<file path="src/rtl/alu_exec_unit.sv">
// alu_exec_unit -- pipelined execute-stage ALU for the Y86-64 core.
//
// Accepts an operand pair plus function code over a valid/ready handshake,
// computes ADD/SUB/AND/XOR and returns the result with the condition-code
// register over a second valid/ready handshake. Two register stages:
// S1 holds the captured operation, S2 holds the computed result.
//
// Ports:
//   clk        rising-edge clock
//   rst        asynchronous reset, active-high
//   in_valid   operation presented by decode
//   in_ready   unit can take an operation this cycle
//   ifun       0 ADD, 1 SUB, 2 AND, 3 XOR, 4..15 illegal
//   val_a      operand A (signed)
//   val_b      operand B (signed)
//   set_cc     operation updates the condition codes
//   out_valid  result valid
//   out_ready  consumer takes the result
//   val_e      result
//   cc         {ZF, SF, OF} condition-code register
//   err        presented result came from an illegal ifun
module alu_exec_unit #(
  parameter int WIDTH = 64
) (
  input  logic                    clk,
  input  logic                    rst,
  input  logic                    in_valid,
  output logic                    in_ready,
  input  logic [3:0]              ifun,
  input  logic signed [WIDTH-1:0] val_a,
  input  logic signed [WIDTH-1:0] val_b,
  input  logic                    set_cc,
  output logic                    out_valid,
  input  logic                    out_ready,
  output logic signed [WIDTH-1:0] val_e,
  output logic [2:0]              cc,
  output logic                    err
);

  localparam logic [3:0] FN_ADD = 4'd0;
  localparam logic [3:0] FN_SUB = 4'd1;
  localparam logic [3:0] FN_AND = 4'd2;
  localparam logic [3:0] FN_XOR = 4'd3;

  localparam logic [2:0] CC_RESET = 3'b100;

  function automatic logic fn_legal(input logic [3:0] f);
    return (f <= FN_XOR);
  endfunction

  function automatic logic signed [WIDTH-1:0] alu_result(
    input logic [3:0]              f,
    input logic signed [WIDTH-1:0] a,
    input logic signed [WIDTH-1:0] b
  );
    logic signed [WIDTH-1:0] r;
    case (f)
      FN_ADD:  r = b + a;
      FN_SUB:  r = b - a;
      FN_AND:  r = b & a;
      FN_XOR:  r = b ^ a;
      default: r = '0;
    endcase
    return r;
  endfunction

  // Signed overflow: ADD overflows when equal-sign operands give a result of
  // the other sign; SUB (b - a) overflows when the operand signs differ and
  // the result sign departs from b. Logic ops never overflow.
  function automatic logic alu_ovf(
    input logic [3:0]              f,
    input logic signed [WIDTH-1:0] a,
    input logic signed [WIDTH-1:0] b,
    input logic signed [WIDTH-1:0] e
  );
    logic o;
    case (f)
      FN_ADD:  o = (a[WIDTH-1] == b[WIDTH-1]) && (e[WIDTH-1] != a[WIDTH-1]);
      FN_SUB:  o = (a[WIDTH-1] != b[WIDTH-1]) && (e[WIDTH-1] != b[WIDTH-1]);
      default: o = 1'b0;
    endcase
    return o;
  endfunction

  function automatic logic [2:0] alu_flags(
    input logic [3:0]              f,
    input logic signed [WIDTH-1:0] a,
    input logic signed [WIDTH-1:0] b,
    input logic signed [WIDTH-1:0] e
  );
    return {(e == '0), e[WIDTH-1], alu_ovf(f, a, b, e)};
  endfunction

  logic                    vld_p1;
  logic [3:0]              ifun_p1;
  logic signed [WIDTH-1:0] a_p1;
  logic signed [WIDTH-1:0] b_p1;
  logic                    set_cc_p1;

  logic                    vld_p2;
  logic signed [WIDTH-1:0] val_e_p2;
  logic                    err_p2;
  logic [2:0]              cc_q;

  logic                    s2_load;
  logic                    in_fire;
  logic                    legal_p1;
  logic signed [WIDTH-1:0] res_p1;
  logic [2:0]              flags_p1;

  // S2 moves whenever S1 has work and S2 is empty or being drained this edge,
  // so a consumed result and its successor swap without a bubble.
  assign s2_load  = vld_p1 && (!vld_p2 || out_ready);
  assign in_ready = !vld_p1 || s2_load;
  assign in_fire  = in_valid && in_ready;

  assign legal_p1 = fn_legal(ifun_p1);
  assign res_p1   = alu_result(ifun_p1, a_p1, b_p1);
  assign flags_p1 = alu_flags(ifun_p1, a_p1, b_p1, res_p1);

  // ---- stage boundary: decode -> S1 (operation capture) ----
  always_ff @(posedge clk) begin
    if (in_fire) begin
      ifun_p1   <= ifun;
      a_p1      <= val_a;
      b_p1      <= val_b;
      set_cc_p1 <= set_cc;
    end
  end

  always_ff @(posedge clk or posedge rst) begin
    if (rst) begin
      vld_p1 <= 1'b0;
    end else if (in_fire) begin
      vld_p1 <= 1'b1;
    end else if (s2_load) begin
      vld_p1 <= 1'b0;
    end
  end

  // ---- stage boundary: S1 -> S2 (result, error flag, condition codes) ----
  // The visible result fields are reset too, so a freshly reset unit
  // presents val_e = 0 / err = 0 rather than stale data.
  always_ff @(posedge clk or posedge rst) begin
    if (rst) begin
      vld_p2   <= 1'b0;
      val_e_p2 <= '0;
      err_p2   <= 1'b0;
      cc_q     <= CC_RESET;
    end else begin
      if (s2_load) begin
        vld_p2   <= 1'b1;
        val_e_p2 <= res_p1;
        err_p2   <= !legal_p1;
        if (set_cc_p1 && legal_p1) begin
          cc_q <= flags_p1;
        end
      end else if (out_ready) begin
        vld_p2 <= 1'b0;
      end
    end
  end

  assign out_valid = vld_p2;
  assign val_e     = val_e_p2;
  assign err       = err_p2;
  assign cc        = cc_q;

endmodule

</file>
<file path="config.mk">
export PLATFORM = sky130hd
export DESIGN_NAME = alu_exec_unit
export DESIGN_NICKNAME = d
export VERILOG_FILES = /design/src/rtl/alu_exec_unit.sv
export SDC_FILE = /design/constraint.sdc
export NUM_CORES = 1
export LEC_CHECK = 0
export CAP_MARGIN = 20
export CORE_ASPECT_RATIO = 0.7
export CORE_MARGIN = 2
export CORE_UTILIZATION = 56
export CTS_CLUSTER_SIZE = 8
export DETAILED_ROUTE_END_ITERATION = 12
export PLACE_DENSITY = 0.89
export SYNTH_ARGS = -nofsm -noshare
export SYNTH_HDL_FRONTEND = slang
export SYNTH_SLANG_ARGS = --single-unit
</file>
<file path="constraint.sdc">
create_clock -name clk -period 7.2 [get_ports clk]
set_input_delay 1.8 -clock clk [delete_from_list [all_inputs] [get_ports clk]]
set_output_delay 1.8 -clock clk [all_outputs]
set_load 0.01 [all_outputs]
</file>
==> results_dict.tcl <==
set metrics [dict create \
    vias 14070 \
    power.total_uw 3931 \
    drc 0 \
    start_kind "register" \
    final_hold_viol_count 0 \
    instances_no_fill 2127 \
    ys_seq_elements 203 \
    drv_cap 0 \
    ys_types 84 \
    worst-path-buf-inv 0 \
    hold_class "register to register" \
    via_per_inst 6.614 \
    synth_edf_count 133 \
    numCtsBuffers 29 \
    clock_path_buffers 3 \
    cp_max_fo 6 \
    syn_area_um2 14760 \
    finalCritPeriodShare_pct 97.59 \
    irDropWorstVdd_v 0.0001995 \
    overflow 0 \
    clockRootBuffer "clkbuf_16" \
    cts_tree "built" \
    holdBufCountCts 0 \
    synth-adder-area-share_pct 10.99 \
    n_antenna_cell 0 \
    path_delay_family "simple AND/OR/NAND/NOR gates" \
    grt_max_degree 79 \
    core-area_um2 25810 \
    synth-xor-area-share_pct 5.875 \
    fin_worst_skew_ns 0.02103 \
    insertion_delay_ns 0.56 \
    grtUsageTotal_pct 38.40 \
    yosys.area_share.simple_pct 17.04 \
    worstPathArrival_ns 7.52 \
    drt_iter0_markers 1775 \
    slew_viol_final 0 \
    synth_top_family_by_area "compound AO/OA/AOI/OAI gates" \
    path_class "register to register" \
    setup_violations 0 \
    syn_inst 1572 \
    finalWorstSetupSlack_ns 0.1733 \
    nNetsFinal 2015 \
    placed_cells 2074 \
    ios 207 \
    cp_cell_sequence "nor4_1, nand3b_1, nor2b_1, nand2_1, or4_1, nor4_1, nand2_1, nor2_1, nand2_1, o21ai_0, xor2_1, ha_1, a21o_1, a21o_1, a21oi_1, o221ai_1, a21oi_1, o21ai_1, xnor2_1, a21oi_1, a2111o_1, nor4_2, nand4_1, nand2_1" \
    syn_to_final_growth_pct 22.12 \
    required_ns 7.69 \
    yosysWarnings 0 \
    grt_pass1_vias 13320 \
    rsz0062_at_grt "false" \
    async_reset_ff_share_pct 34.48 \
    relSlewSlack_pct 33.18 \
    ant_nets 0 \
    dr.pass1.iters 6 \
    finalWeightedCongestion 0.9787 \
    fin_crit_ns 7.027 \
    grt_pass1_wl_um 80440 \
    synth_compound_area_share_pct 19.00 \
    avgRoutedWirePerCell_um 25.11 \
    pre_cts_ws_ns 0.2918 \
    fin_setup_tns_ns 0 \
    clkSlewWorstSetupHoldPaths_ns 0.05 \
    crit_slowest_cell "nor2_1" \
    clock_sinks 203 \
    p_per_area_nw_per_um2 218.1 \
    end_kind "register" \
    port_buffers 206 \
    drive_above_1_share_pct 6.384 \
    dp_hpwl_um 40390 \
    dieHeight_um 139.8 \
    critical_path.max_stage_delay_ns 0.58 \
    rows 49 \
    ys.flop_type "edfxtp_1" \
    synth.avg_cell_area_um2 9.388 \
    htreeDepth 1 \
    tightest_slew_ns 0.9918 \
    leakagePower_uw 0.007099 \
    initial_core_util_pct 57.18 \
    crit_top_cell "nand2_1" \
    die_x_um 198.0 \
    antenna_found_initial 0 \
    synth_nets 1838 \
    dieArea_um2 27690 \
    synth_mux_area_share_pct 5.273 \
    status "finished, final reports clean" \
    fmax_mhz 142.3 \
    ys_seq_area_share_pct 38.94 \
    routed_wl_um 53420 \
]
==> metrics by stage <==
step           utilization (%)  hold WS (ns)  cell area, um^2
2_1_floorplan                -        0.4601            14760
3_3_place_gp             66.31        0.4541            17120
3_5_place_dp             66.31        0.4606            17120
4_1_cts                  69.48        0.4725            17930
5_1_grt                  69.82        0.5133            18020
6_report                 69.82        0.4696            18020
==> power by group <==
part           leakage, uW  switching (uW)  internal (uW)
Combinational      0.00453             717            498
Sequential         0.00218            92.9           1360
Clock             0.000383             512            746
Total              0.00710            1320           2610
==> layer usage <==
| layer | routed length [um] | track usage (%) |
|---|---|---|
| met5 | 0 | 0 |
| met4 | 1375 | 9.695 |
| met3 | 7050 | 12.22 |
| met2 | 21080 | 52.08 |
| met1 | 23910 | 58.54 |
==> what timing repair did <==
item | in CTS | in global routing
setup buffers | 0 | 0
setup endpoints to repair | 0 | 2
resized for setup | 0 | 14
hold endpoints to repair | 0 | 0
==> final cells by class <==
class                   count  area, um^2
fillers                  1891        7789
well taps                 357       446.7
clock inverters             1       7.507
repair buffers            228        2260
clock buffers              51       808.3
inverters                  25       93.84
multi-input cells        1262        8660
flip-flops and latches    203        5747
==> worst min-delay path, cell delays in order (launching register included) <==
cell     delay [ns]
dfrtp_1        0.34
nand2_1        0.05
nand2_1        0.05
==> Yosys cell counts, types with 7 or more instances <==
master,count,area (um^2)
nor4_1,14,87.58
buf_2,13,65.06
a21o_1,22,165.2
nand3_1,20,100.1
xnor2_1,55,481.7
nand3b_1,8,60.06
dfrtp_1,69,1727
ha_1,128,1602
nor3_1,37,185.2
o21bai_1,11,82.58
xor2_1,44,385.4
nand4_1,42,262.8
nand2_1,171,641.9
mux2_2,22,247.7
o21ai_0,97,485.5
buf_1,10,37.54
inv_1,25,93.84
a21oi_1,139,695.7
o21a_1,20,150.1
o31ai_1,14,105.1
or3_1,12,75.07
nor2_1,133,499.2
clkbuf_1,58,217.7
or4_1,7,52.55
o22ai_1,8,50.05
mux2i_1,53,530.5
a31oi_1,28,175.2
nor2b_1,8,50.05
and2_1,12,75.07
a211oi_1,12,90.09
o211ai_1,14,105.1
and3_1,15,93.84
edfxtp_1,133,3994
nand2b_1,14,87.58
==> cells in the final DEF, fill, tap and decap left out, drive strengths merged, types with 7 or more instances in the layout <==
cell type      synthesis  layout
xnor2                 55      55
a21oi                141     141
or3                   12      12
nand2b                14      14
nand2                171     171
mux2i                 53      53
xor2                  44      44
buf                   24      22
edfxtp               133     133
a211oi                14      14
or4                    7       7
ha                   128     128
a21o                  22      22
dfrtp                 69      69
nand4                 42      42
o21ai                101     101
clkdlybuf4s50          0     206
clkbuf                58      51
o211ai                15      15
o31ai                 15      15
nand3                 21      21
o22ai                  8       8
nand3b                 8       8
o21a                  20      20
nor2b                  8       8
and2                  13      13
a31oi                 28      28
mux2                  22      22
o21bai                11      11
nor3                  39      39
inv                   25      25
nor4                  14      14
nor2                 134     134
and3                  15      15
==> kinds of logic after synthesis <==
group | count (synthesis)
mux | 75
xor+xnor | 99
simple gates | 521
compound gates | 438
buf+inv | 107
flops | 203
fa+ha+maj | 129
==> state kept, by name (all words and copies together) (netlist names) <==
signal	flops
a_p1	64
b_p1	64
cc	3
err	1
ifun_p1	4
out_valid	1
set_cc_p1	1
val_e	64
vld_p1	1
==> worst paths after layout <==
check                           from   endpoint  slack [ns]  cells after the start
max                          a_p1[4]      cc[2]        0.17                     24
min                        val_e[25]  val_e[25]        0.47                      2
max reg2reg                  a_p1[4]      cc[2]        0.17                     24
min reg2reg                val_e[25]  val_e[25]        0.47                      2
max in group asynchronous        rst  val_e[24]        4.99                      4
min in group asynchronous        rst  val_e[59]        1.57                      3
Note: power is estimated with default switching activity, not from simulation.
